### config.mk
export PLATFORM = sky130hd
export DESIGN_NAME = uart_byte_rx
export DESIGN_NICKNAME = d
export VERILOG_FILES = /design/src/rtl/uart_pkg.sv /design/src/rtl/baud_tick_gen.sv /design/src/rtl/uart_byte_rx.sv
export SDC_FILE = /design/constraint.sdc
export NUM_CORES = 1
export LEC_CHECK = 0
export CORE_AREA = 2 2 86 88
export DETAILED_ROUTE_END_ITERATION = 7
export DIE_AREA = 0 0 88 90
export GPL_TIMING_DRIVEN = 0
export PLACE_DENSITY = 0.49
export SYNTH_ARGS = -nofsm -noshare
export SYNTH_HDL_FRONTEND = slang
export SYNTH_HIERARCHICAL = 1
export SYNTH_SLANG_ARGS = --single-unit
export TNS_END_PERCENT = 50
### constraint.sdc
create_clock -name clk -period 1.6 [get_ports clk]
set_input_delay 0.24 -clock clk [delete_from_list [all_inputs] [get_ports clk]]
set_output_delay 0.24 -clock clk [all_outputs]
set_load 0.01 [all_outputs]
### src/rtl/uart_pkg.sv
// ============================================================================
// Module      : uart_pkg
// Description : Shared FSM encoding and default constants for the UART receiver
// Revision    : 1.0
// ============================================================================
`default_nettype none

package uart_pkg;

   localparam int C_DATA_BIT_DEFAULT = 8;
   localparam int C_SB_TICK_DEFAULT  = 16;
   localparam int C_DVSR_DEFAULT     = 27;

   typedef enum logic [2:0] {
      S_IDLE      = 3'd0,
      S_START     = 3'd1,
      S_DATA      = 3'd2,
      S_PARITY    = 3'd3,
      S_STOP      = 3'd4,
      S_WAIT_HIGH = 3'd5
   } state_t;

endpackage

`default_nettype wire

### src/rtl/baud_tick_gen.sv
// ============================================================================
// Module      : baud_tick_gen
// Description : Free-running divider producing a one-clk oversample tick
// Revision    : 1.0
// ============================================================================
`default_nettype none

module baud_tick_gen
   import uart_pkg::*;
#(
   parameter int DVSR = C_DVSR_DEFAULT
) (
   input  logic clk,
   input  logic rst,
   output logic o_tick
);

   localparam int CW = (DVSR > 1) ? $clog2(DVSR) : 1;

   logic [CW-1:0] cnt_q, cnt_d;

   always_comb begin
      cnt_d = cnt_q + 1'b1;
      if (cnt_q == CW'(DVSR - 1)) begin
         cnt_d = '0;
      end
   end

   always_ff @(posedge clk) begin
      if (rst) begin
         cnt_q <= '0;
      end else begin
         cnt_q <= cnt_d;
      end
   end

   assign o_tick = (cnt_q == CW'(DVSR - 1));

endmodule

`default_nettype wire

### src/rtl/uart_byte_rx.sv
// ============================================================================
// Module      : uart_byte_rx
// Description : 16x oversampling UART byte receiver; define UART_RX_PARITY_EN
//               to add an even-parity bit between data and stop.
// Revision    : 1.0
// ============================================================================
`default_nettype none

module uart_byte_rx
   import uart_pkg::*;
#(
   parameter int DATA_BIT = C_DATA_BIT_DEFAULT,
   parameter int SB_TICK  = C_SB_TICK_DEFAULT,
   parameter int DVSR     = C_DVSR_DEFAULT
) (
   input  logic                clk,
   input  logic                rst,
   input  logic                i_rx,
   output logic [DATA_BIT-1:0] o_data,
   output logic                o_rx_done_tick,
   output logic                o_frame_err,
   output logic                o_parity_err
);

   localparam int NW = (DATA_BIT > 1) ? $clog2(DATA_BIT) : 1;

   logic [1:0]          sync_q;
   logic                rx_sync;
   logic                tick;
   state_t              state_q, state_d;
   logic [3:0]          s_cnt_q, s_cnt_d;
   logic [NW-1:0]       n_q, n_d;
   logic [DATA_BIT-1:0] b_q, b_d, data_q, data_d;
   logic                done_q, done_d;
   logic                ferr_q, ferr_d;
`ifdef UART_RX_PARITY_EN
   logic                perr_q, perr_d;
   logic                par_bad_q, par_bad_d;
`endif

   baud_tick_gen #(.DVSR(DVSR)) u_tick (
      .clk    (clk),
      .rst    (rst),
      .o_tick (tick)
   );

   assign rx_sync = sync_q[1];

   always_comb begin
      state_d = state_q;
      s_cnt_d = s_cnt_q;
      n_d     = n_q;
      b_d     = b_q;
      data_d  = data_q;
      done_d  = 1'b0;
      ferr_d  = 1'b0;
`ifdef UART_RX_PARITY_EN
      perr_d    = 1'b0;
      par_bad_d = par_bad_q;
`endif
      case (state_q)
         S_IDLE: begin
            if (!rx_sync) begin
               state_d = S_START;
               s_cnt_d = '0;
            end
         end
         S_START: begin
            // Half a bit in: a line that has risen again was only a glitch
            if (tick) begin
               if (s_cnt_q == 4'd7) begin
                  if (!rx_sync) begin
                     state_d = S_DATA;
                     s_cnt_d = '0;
                     n_d     = '0;
                  end else begin
                     state_d = S_IDLE;
                  end
               end else begin
                  s_cnt_d = s_cnt_q + 4'd1;
               end
            end
         end
         S_DATA: begin
            if (tick) begin
               if (s_cnt_q == 4'd15) begin
                  s_cnt_d = '0;
                  b_d     = {rx_sync, b_q[DATA_BIT-1:1]};
                  if (n_q == NW'(DATA_BIT - 1)) begin
`ifdef UART_RX_PARITY_EN
                     state_d = S_PARITY;
`else
                     state_d = S_STOP;
`endif
                  end else begin
                     n_d = n_q + 1'b1;
                  end
               end else begin
                  s_cnt_d = s_cnt_q + 4'd1;
               end
            end
         end
`ifdef UART_RX_PARITY_EN
         S_PARITY: begin
            if (tick) begin
               if (s_cnt_q == 4'd15) begin
                  s_cnt_d   = '0;
                  par_bad_d = rx_sync ^ (^b_q);
                  state_d   = S_STOP;
               end else begin
                  s_cnt_d = s_cnt_q + 4'd1;
               end
            end
         end
`endif
         S_STOP: begin
            if (tick) begin
               if (s_cnt_q == 4'(SB_TICK - 1)) begin
                  // A low stop bit wins over any parity verdict
                  if (!rx_sync) begin
                     ferr_d  = 1'b1;
                     state_d = S_WAIT_HIGH;
                  end else begin
                     state_d = S_IDLE;
`ifdef UART_RX_PARITY_EN
                     if (par_bad_q) begin
                        perr_d = 1'b1;
                     end else begin
                        done_d = 1'b1;
                        data_d = b_q;
                     end
`else
                     done_d = 1'b1;
                     data_d = b_q;
`endif
                  end
               end else begin
                  s_cnt_d = s_cnt_q + 4'd1;
               end
            end
         end
         S_WAIT_HIGH: begin
            if (rx_sync) begin
               state_d = S_IDLE;
            end
         end
         default: state_d = S_IDLE;
      endcase
   end

   always_ff @(posedge clk) begin
      if (rst) begin
         sync_q  <= 2'b11;
         state_q <= S_IDLE;
         s_cnt_q <= '0;
         n_q     <= '0;
         b_q     <= '0;
         data_q  <= '0;
         done_q  <= 1'b0;
         ferr_q  <= 1'b0;
`ifdef UART_RX_PARITY_EN
         perr_q    <= 1'b0;
         par_bad_q <= 1'b0;
`endif
      end else begin
         sync_q  <= {sync_q[0], i_rx};
         state_q <= state_d;
         s_cnt_q <= s_cnt_d;
         n_q     <= n_d;
         b_q     <= b_d;
         data_q  <= data_d;
         done_q  <= done_d;
         ferr_q  <= ferr_d;
`ifdef UART_RX_PARITY_EN
         perr_q    <= perr_d;
         par_bad_q <= par_bad_d;
`endif
      end
   end

   assign o_data         = data_q;
   assign o_rx_done_tick = done_q;
   assign o_frame_err    = ferr_q;
`ifdef UART_RX_PARITY_EN
   assign o_parity_err   = perr_q;
`else
   assign o_parity_err   = 1'b0;
`endif

endmodule

`default_nettype wire

* Yosys cells after proc, flatten, opt, wreduce, memory -nomap -nowiden
Cells that the tools add are included.
** Storage, ports and cells
- Flip-flop bits (word level) :: 35
- Logic and storage cells :: 74
** Cells by class
- Reductions and logical operators :: 10
- Add/subtract/negate cells :: 3
- Equal/unequal tests :: 20
- Bitwise logic cells :: 3
- Mux-type cells :: 29
** Operators by type and width (count)
- $mux 3 :: 16
- $mux 4 :: 7
- $ne 2x2->1 const B :: 12
- $pmux 4 s4 :: 1
- $pmux 3 s5 :: 1
- $eq 3x3->1 const B :: 3
- $reduce_and 9->1 :: 1
- $reduce_and 7->1 :: 1
- $pmux 3 s2 :: 1
- $add 5x1->5 const B :: 1
- $eq 5x5->1 const B :: 1
- $reduce_and 5->1 :: 1
- $add 4x1->4 const B :: 1
- $eq 4x3->1 const B :: 1
- $eq 4x4->1 const B :: 1
- $reduce_and 4->1 :: 1
- $reduce_bool 4->1 :: 1
- $reduce_or 4->1 :: 1
- $add 3x1->3 const B :: 1
- $eq 3x1->1 const B :: 1
- $eq 3x2->1 const B :: 1
- $logic_not 3->1 :: 1
- $not 1->1 :: 3
- $reduce_and 3->1 :: 1
- 4 further kinds :: 5

* Logic depth before layout (Yosys ltp)
Gate-level depths: netlist of the first run.
- Depth after elaboration :: 5
- Mapped depth :: 9

* By module
The synthesis of the first run kept the hierarchy.
** Modules (own cells, without submodules)
- uart_byte_rx :: cells each 146, area each 1440.1 µm², times used 1
- baud_tick_gen :: cells each 22, area each 259.0 µm², times used 1

* Worst setup path before layout of the first run
No wires, ideal clock.
- Path kind :: flip-flop to flip-flop
- From :: register u_tick.cnt_q[0]
- To :: register s_cnt_q[2]
- Setup time :: 70 ps
- Stages on the path, launching flop included :: 10
- Path slack :: -192 ps
- Data arrival time :: 1722 ps
- Cells stage by stage :: dfxtp_1 inv_1 ha_1 and4b_1 buf_6 and4bb_2 a211o_1 a21oi_1 o21ai_0 a21oi_1
** Between the ends
- Longest elaborated chain between the ends :: 3
- Elaborated cells between the ends (all ways) :: 5
- Classes of those cells :: eq/ne (4); reduce/logical (1)
** Ends and longest elaborated chain
- start: declaration :: line baud_tick_gen.sv:20 : logic [CW-1:0] cnt_q, cnt_d;
- start signal: assignment :: line baud_tick_gen.sv:33 : cnt_q <= cnt_d;
- $eq 5x5->1 * :: line baud_tick_gen.sv:37 : assign o_tick = (cnt_q == CW'(DVSR - 1));
- named net tick :: line uart_byte_rx.sv:29 : logic tick;
- $ne 2x2->1 (no source line)
- $reduce_and 5->1 (no source line) *
- end signal: assignment :: line uart_byte_rx.sv:168 : s_cnt_q <= s_cnt_d;
- end: declaration :: line uart_byte_rx.sv:31 : logic [3:0] s_cnt_q, s_cnt_d;
Mark *: on every way through the listed nets, which the timed path passes. The rest lies on a longest branch.
A chain may end at the register's enable or synchronous reset.

* Final worst setup path of the first run
Same ends and word-level chain as after synthesis.

==> impl_metrics.json, run 1 <==
{
  "outcome": "finished with violations",
  "violations": "negative setup slack",
  "coreArea_um2": 7020,
  "n_fill_cell": 738,
  "period_needed_ns": 1.77,
  "ys_async_sr_fraction_pct": 0,
  "grt_pass1_wl_um": 6040,
  "tightest_slew_ns": 0.536,
  "vias": 1292,
  "slew_viol_final": 0,
  "groute.usage.overall_pct": 9.73,
  "finalHoldViolCount": 0,
  "synth_seq_cells": 35,
  "hpwl_um": 2300,
  "area_growth_pct": 36.2,
  "critical_path_arrival_ns": 2.00,
  "synth_area_um2": 1700,
  "drtIter0Drc": 29,
  "grt_start_max_net_pins": 14,
  "die_w_um": 88,
  "insertion_delay_ns": 0.29,
  "worstHoldStart": "sync_q[0]$_SDFF_PP1_",
  "synth_common_cells": "35 x dfxtp_1, 26 x nor2_1, 19 x mux2i_1",
  "grt_overflow_total": 0,
  "synthesis.nets": 176,
  "avgViaCountPerCell": 4.32,
  "layoutNonFillerInstCount": 299,
  "crit_path_end_kind": "register",
  "fin_nets": 207,
  "postCtsHoldBufs": 0,
  "synth_flop_cell": "dfxtp_1",
  "setup_viol_count_final": 27,
  "timing.rr.start": "u_tick/cnt_q[0]$_SDFF_PP0_",
  "setup_ws_ns": -0.172,
  "slew_headroom_pct": 64.1,
  "grt_pass1_vias": 1281,
  "p_per_area_nw_per_um2": 783,
  "rsz0062_at_grt": "true",
  "ant_nets": 0,
  "numCtsBuffers": 5,
  "finalSetupTns_ns": -2.29,
  "h-tree-depth": 2,
  "start_util_pct": 24.2,
  "worstSetupPathType": "register to register",
  "syn-instance-count": 168,
  "firstDrtPassIters": 4,
  "skew_ns": 0.00630,
  "dp_cells": 279,
  "tritoncts": "built",
  "cp_max_fo": 6,
  "ys_types": 46,
  "drc": 0,
  "cts_num_sinks": 35,
  "synth_top_area_share_pct": 41.2,
  "netlist_top_cells_area": "dfxtp_1 41%, mux2i_1 11%, nor2_1 5.7%",
  "antenna_found_initial": 0,
  "port-buffer-count": 12,
  "wl_per_cell_um": 12.1,
  "die_h_um": 90,
  "hp-class": "register to register",
  "dpl_worst_slack_ns": -0.357,
  "ctsLongestPathBuffers": 2,
  "gp_routability_congestion": 0.703,
  "max_freq_mhz": 564,
  "diodes": 0,
  "yosys.area.top_type": "dfxtp_1",
  "worst_ep_required_time_ns": 1.82,
  "finalInstanceArea_um2": 2310,
  "leakage_nw": 0.948,
  "dpl_cell_area_um2": 1960,
  "ios": 14,
  "synth_most_common_cell": "dfxtp_1",
  "ys_seq_area_share_pct": 41.2,
  "cts.root.buffer_cell": "clkbuf_8",
  "critical_path.startpoint": "u_tick/cnt_q[0]$_SDFF_PP0_",
  "vdd_drop_max_mv": 0.440,
  "fin_crit_sh_pct": 111,
  "die-area_um2": 7920,
  "routed_wl_um": 3620,
  "critPathLaunchType": "register",
  "max-cap-violations": 0,
  "clkTransAtPathRegs_ns": 0.08,
  "synth_edf_count": 0,
  "row_count": 31,
  "ys_warn_count": 6,
  "synth.avg_cell_area_um2": 10.1,
  "drive_gt1_share_pct": 34.5
}
-- worst max-delay path, cell delays in order, from the launching register on --
cell      delay [ns]
dfxtp_2         0.34
inv_2           0.04
ha_4            0.14
and4b_1         0.18
buf_6           0.14
and4bb_2        0.21
a211o_1         0.28
a21oi_2         0.16
o21ai_1         0.08
a21oi_1         0.13
-- power by group --
part | internal (W) | total, W | switching, W
Clock | 0.000472 | 0.000830 | 0.000358
Sequential | 0.000876 | 0.000886 | 0.00000967
Combinational | 0.0000451 | 0.0000963 | 0.0000512
Total | 0.00139 | 0.00181 | 0.000419
-- stage by stage --
stage	hold slack [ns]	power (W)	utilization [%]
floorplan	0.309	0.000966	-
global placement	0.393	0.000988	27.9
detailed placement	0.402	0.000989	27.9
CTS	0.422	0.00183	31.7
global route	0.447	0.00190	33.0
finish	0.418	0.00181	33.0
-- path summary, 6_finish.rpt --
check / to / slack, ns / depth (start not counted)
min reg2reg: sync_q[1]$_SDFF_PP1_ / 0.42 / 1
min: sync_q[1]$_SDFF_PP1_ / 0.42 / 1
max reg2reg: s_cnt_q[2]$_SDFFE_PP0P_ / -0.17 / 9
max: s_cnt_q[2]$_SDFFE_PP0P_ / -0.17 / 9
-- layout make-up --
type | instances | area [µm²] | area share (%)
buffer | 9 | 75.1 | 3.24
clock inverter | 3 | 47.5 | 2.06
tap | 99 | 124 | 5.35
timing repair buffer | 26 | 236 | 10.2
clock buffer | 5 | 68.8 | 2.97
multi-input combinational | 119 | 1030 | 44.7
inverter | 3 | 11.3 | 0.487
sequential | 35 | 717 | 31.0
-- cells in the final DEF, fill, tap and decap left out, types with 3 or more instances in the layout --
master and count:
o21ai_1 3, nand3_1 4, clkbuf_8 5, clkdlybuf4s50_1 12, a21oi_2 3, dfxtp_2 4, dfxtp_1 28, buf_4 13
dfxtp_4 3, buf_6 6, clkbuf_1 3, nor2_1 23, nor3_1 3, ha_4 4, a21oi_1 7, mux2i_1 17
nand2b_1 4
-- repair_timing --
| item | 4_1_cts | 5_1_grt |
|---|---|---|
| setup buffers | 11 | 2 |
| gates cloned | 1 | 0 |
| endpoints found under the setup margin | 27 | 27 |
| pin swaps | 7 | 9 |
| gates resized for setup | 19 | 29 |
-- cells by family (layout without fill, tap and decap cells) --
kind of cell	Yosys count	in the layout	share of synthesized area, %
AND/OR/NAND/NOR	64	64	23.9
flip-flops	35	35	41.2
AO/OA/AOI/OAI	28	28	13.5
multiplexers	20	20	11.9
buffers and inverters	14	46	5.08
adder cells (fa/ha/maj)	5	5	3.68
other	1	1	0.221
XOR/XNOR	1	1	0.516
-- state kept, by name, indices dropped and copies added (netlist names) --
signal,flops
n_q,3
o_frame_err,1
o_rx_done_tick,1
b_q,8
u_tick/cnt_q,5
s_cnt_q,4
sync_q,2
state_q,3
o_data,8
-- metal layers --
layer / wire [µm] / vias up / global-route usage (%)
met1: 1720 / 613 / 12.3
met3: 130 / 6 / 3.49
li1: - / 657 / -
met4: 44 / 0 / 2.69
met2: 1730 / 16 / 15.5
met5: 0 / - / 0
No activity file was read; power rests on OpenSTA's default activity.
==> run 2, diff against run 1 <==
--- a/config.mk
+++ b/config.mk
@@ -9,7 +9,7 @@
 export DETAILED_ROUTE_END_ITERATION = 7
 export DIE_AREA = 0 0 88 90
 export GPL_TIMING_DRIVEN = 0
-export PLACE_DENSITY = 0.49
+export PLACE_DENSITY = 0.41
 export SYNTH_ARGS = -nofsm -noshare
 export SYNTH_HDL_FRONTEND = slang
 export SYNTH_HIERARCHICAL = 1
==> run 2 against run 1 <==
  * The flow still finishes with violations (negative setup slack)
  * Combinational power rose by 5%
  * Sequential share of layout area decreased by 0.48 points
  * Die area unchanged
  * Sequential cell count unchanged
  * Final cell count up 2.0%
  * Maximum frequency up 0.29%
  * Clock-buffer cell count grew 1
  * Clock skew up 0.0049 ns
  * Global-route usage increased by 0.24 points
  * Cell area grew 1.0%
  * Critical path type unchanged
  * Largest power group unchanged
==> impl_metrics.json, run 2 (synthesized netlist as in run 1, its figures left out) <==
{
  "outcome": "finished with violations",
  "violations": "negative setup slack",
  "row_count": 31,
  "slew_viol_final": 0,
  "routed_wl_um": 3740,
  "clkTransAtPathRegs_ns": 0.08,
  "avgViaCountPerCell": 4.22,
  "setup_viol_count_final": 26,
  "hp-class": "register to register",
  "port-buffer-count": 12,
  "cp_top_family": "compound AO/OA/AOI/OAI gates",
  "start_util_pct": 24.2,
  "p_per_area_nw_per_um2": 720,
  "hpwl_um": 2380,
  "antenna_found_initial": 0,
  "firstDrtPassIters": 4,
  "cts_num_sinks": 35,
  "finalInstanceArea_um2": 2340,
  "vdd_drop_max_mv": 0.350,
  "cts.root.buffer_cell": "clkbuf_8",
  "timing.rr.start": "u_tick/cnt_q[0]$_SDFF_PP0_",
  "coreArea_um2": 7020,
  "worst_ep_required_time_ns": 1.84,
  "groute.usage.overall_pct": 9.97,
  "grt_pass1_wl_um": 6060,
  "slew_headroom_pct": 64.6,
  "fin_crit_sh_pct": 110,
  "insertion_delay_ns": 0.29,
  "die_h_um": 90,
  "diodes": 0,
  "h-tree-depth": 2,
  "critPathLaunchType": "register",
  "mostFrequentLayoutCells": "27 x dfxtp_1, 23 x nor2_1, 18 x mux2i_1",
  "grt_overflow_total": 0,
  "die_w_um": 88,
  "worstHoldStart": "sync_q[0]$_SDFF_PP1_",
  "tightest_slew_ns": 0.531,
  "vias": 1286,
  "rsz0062_at_grt": "true",
  "grt_start_max_net_pins": 13,
  "drive_gt1_share_pct": 36.4,
  "dpl_cell_area_um2": 1960,
  "numCtsBuffers": 5,
  "skew_ns": 0.0112,
  "ios": 14,
  "ctsLongestPathBuffers": 2,
  "period_needed_ns": 1.77,
  "die-area_um2": 7920,
  "cp_max_fo": 6,
  "cpMaxStageDelayCell": "dfxtp_2",
  "wl_per_cell_um": 12.2,
  "area_growth_pct": 37.6,
  "finalHoldViolCount": 0,
  "postCtsHoldBufs": 0,
  "worst-path-buf-inv": 3,
  "crit_path_end_kind": "register",
  "layout_commonest_cell": "dfxtp_1",
  "critPathMaxStageDelay_ns": 0.34,
  "gp_routability_congestion": 0.716,
  "leakage_nw": 0.967,
  "drc": 0,
  "worstSetupPathType": "register to register",
  "critical_path_arrival_ns": 2.01,
  "max_freq_mhz": 566,
  "grt_pass1_vias": 1234,
  "tritoncts": "built",
  "finalPower_w": 0.00168,
  "max-cap-violations": 0,
  "drtIter0Drc": 40,
  "ant_nets": 0,
  "fin_nets": 213,
  "setup_ws_ns": -0.167,
  "crit_chain": "inv_2 -> ha_4 -> and4b_1 -> buf_6 -> and4bb_2 -> a211o_1 -> a21oi_2 -> buf_4 -> a31o_2",
  "critical_path.startpoint": "u_tick/cnt_q[0]$_SDFF_PP0_"
}
-- run 2: layer usage --
layer  global-route usage [%]  wire length (µm)  vias up
met1                     12.8              1770      600
met3                     3.03               111        6
met4                     5.00                76        0
met2                     15.0              1780       11
li1                         -                 -      669
met5                        0                 0        -
-- run 2: cell type report --
| class | instances | area (µm²) |
|---|---|---|
| Buffer | 10 | 85.1 |
| Clock buffer | 6 | 82.6 |
| Clock inverter | 2 | 16.3 |
| Fill cell | 729 | 4680 |
| Inverter | 3 | 11.3 |
| Multi-Input combinational cell | 119 | 1020 |
| Sequential cell | 35 | 713 |
| Tap cell | 99 | 124 |
| Timing Repair Buffer | 31 | 287 |
-- run 2: repair_timing --
action	4_1_cts	5_1_grt
buffers inserted	12	6
gates cloned	1	0
pin swaps	9	9
gates resized for setup	32	11
endpoints found under the setup margin	27	27
-- run 2: worst paths after layout --
path / to / slack, ns / cells past startpoint
max: s_cnt_q[3]$_SDFFE_PP0P_ / -0.17 / 9
min: sync_q[1]$_SDFF_PP1_ / 0.42 / 1
max reg2reg: s_cnt_q[3]$_SDFFE_PP0P_ / -0.17 / 9
min reg2reg: sync_q[1]$_SDFF_PP1_ / 0.42 / 1
-- run 2: per-stage QoR --
stage	worst slack (ns)	setup TNS (ns)	util [%]	cells	hold slack (ns)
CTS	-0.184	-3.08	32.2	300	0.431
detailed placement	-0.456	-10.33	27.9	279	0.409
floorplan	-0.118	-1.31	-	168	0.309
finish	-0.167	-1.63	33.3	305	0.422
global placement	-0.489	-10.96	27.9	279	0.397
global route	-0.284	-3.99	33.3	305	0.445
-- run 2: where the power goes --
part	internal, W	leakage, nW	switching (W)
clock network	0.000351	0.0474	0.000342
logic	0.0000486	0.633	0.0000519
registers	0.000879	0.287	0.0000103
total	0.00128	0.967	0.000404
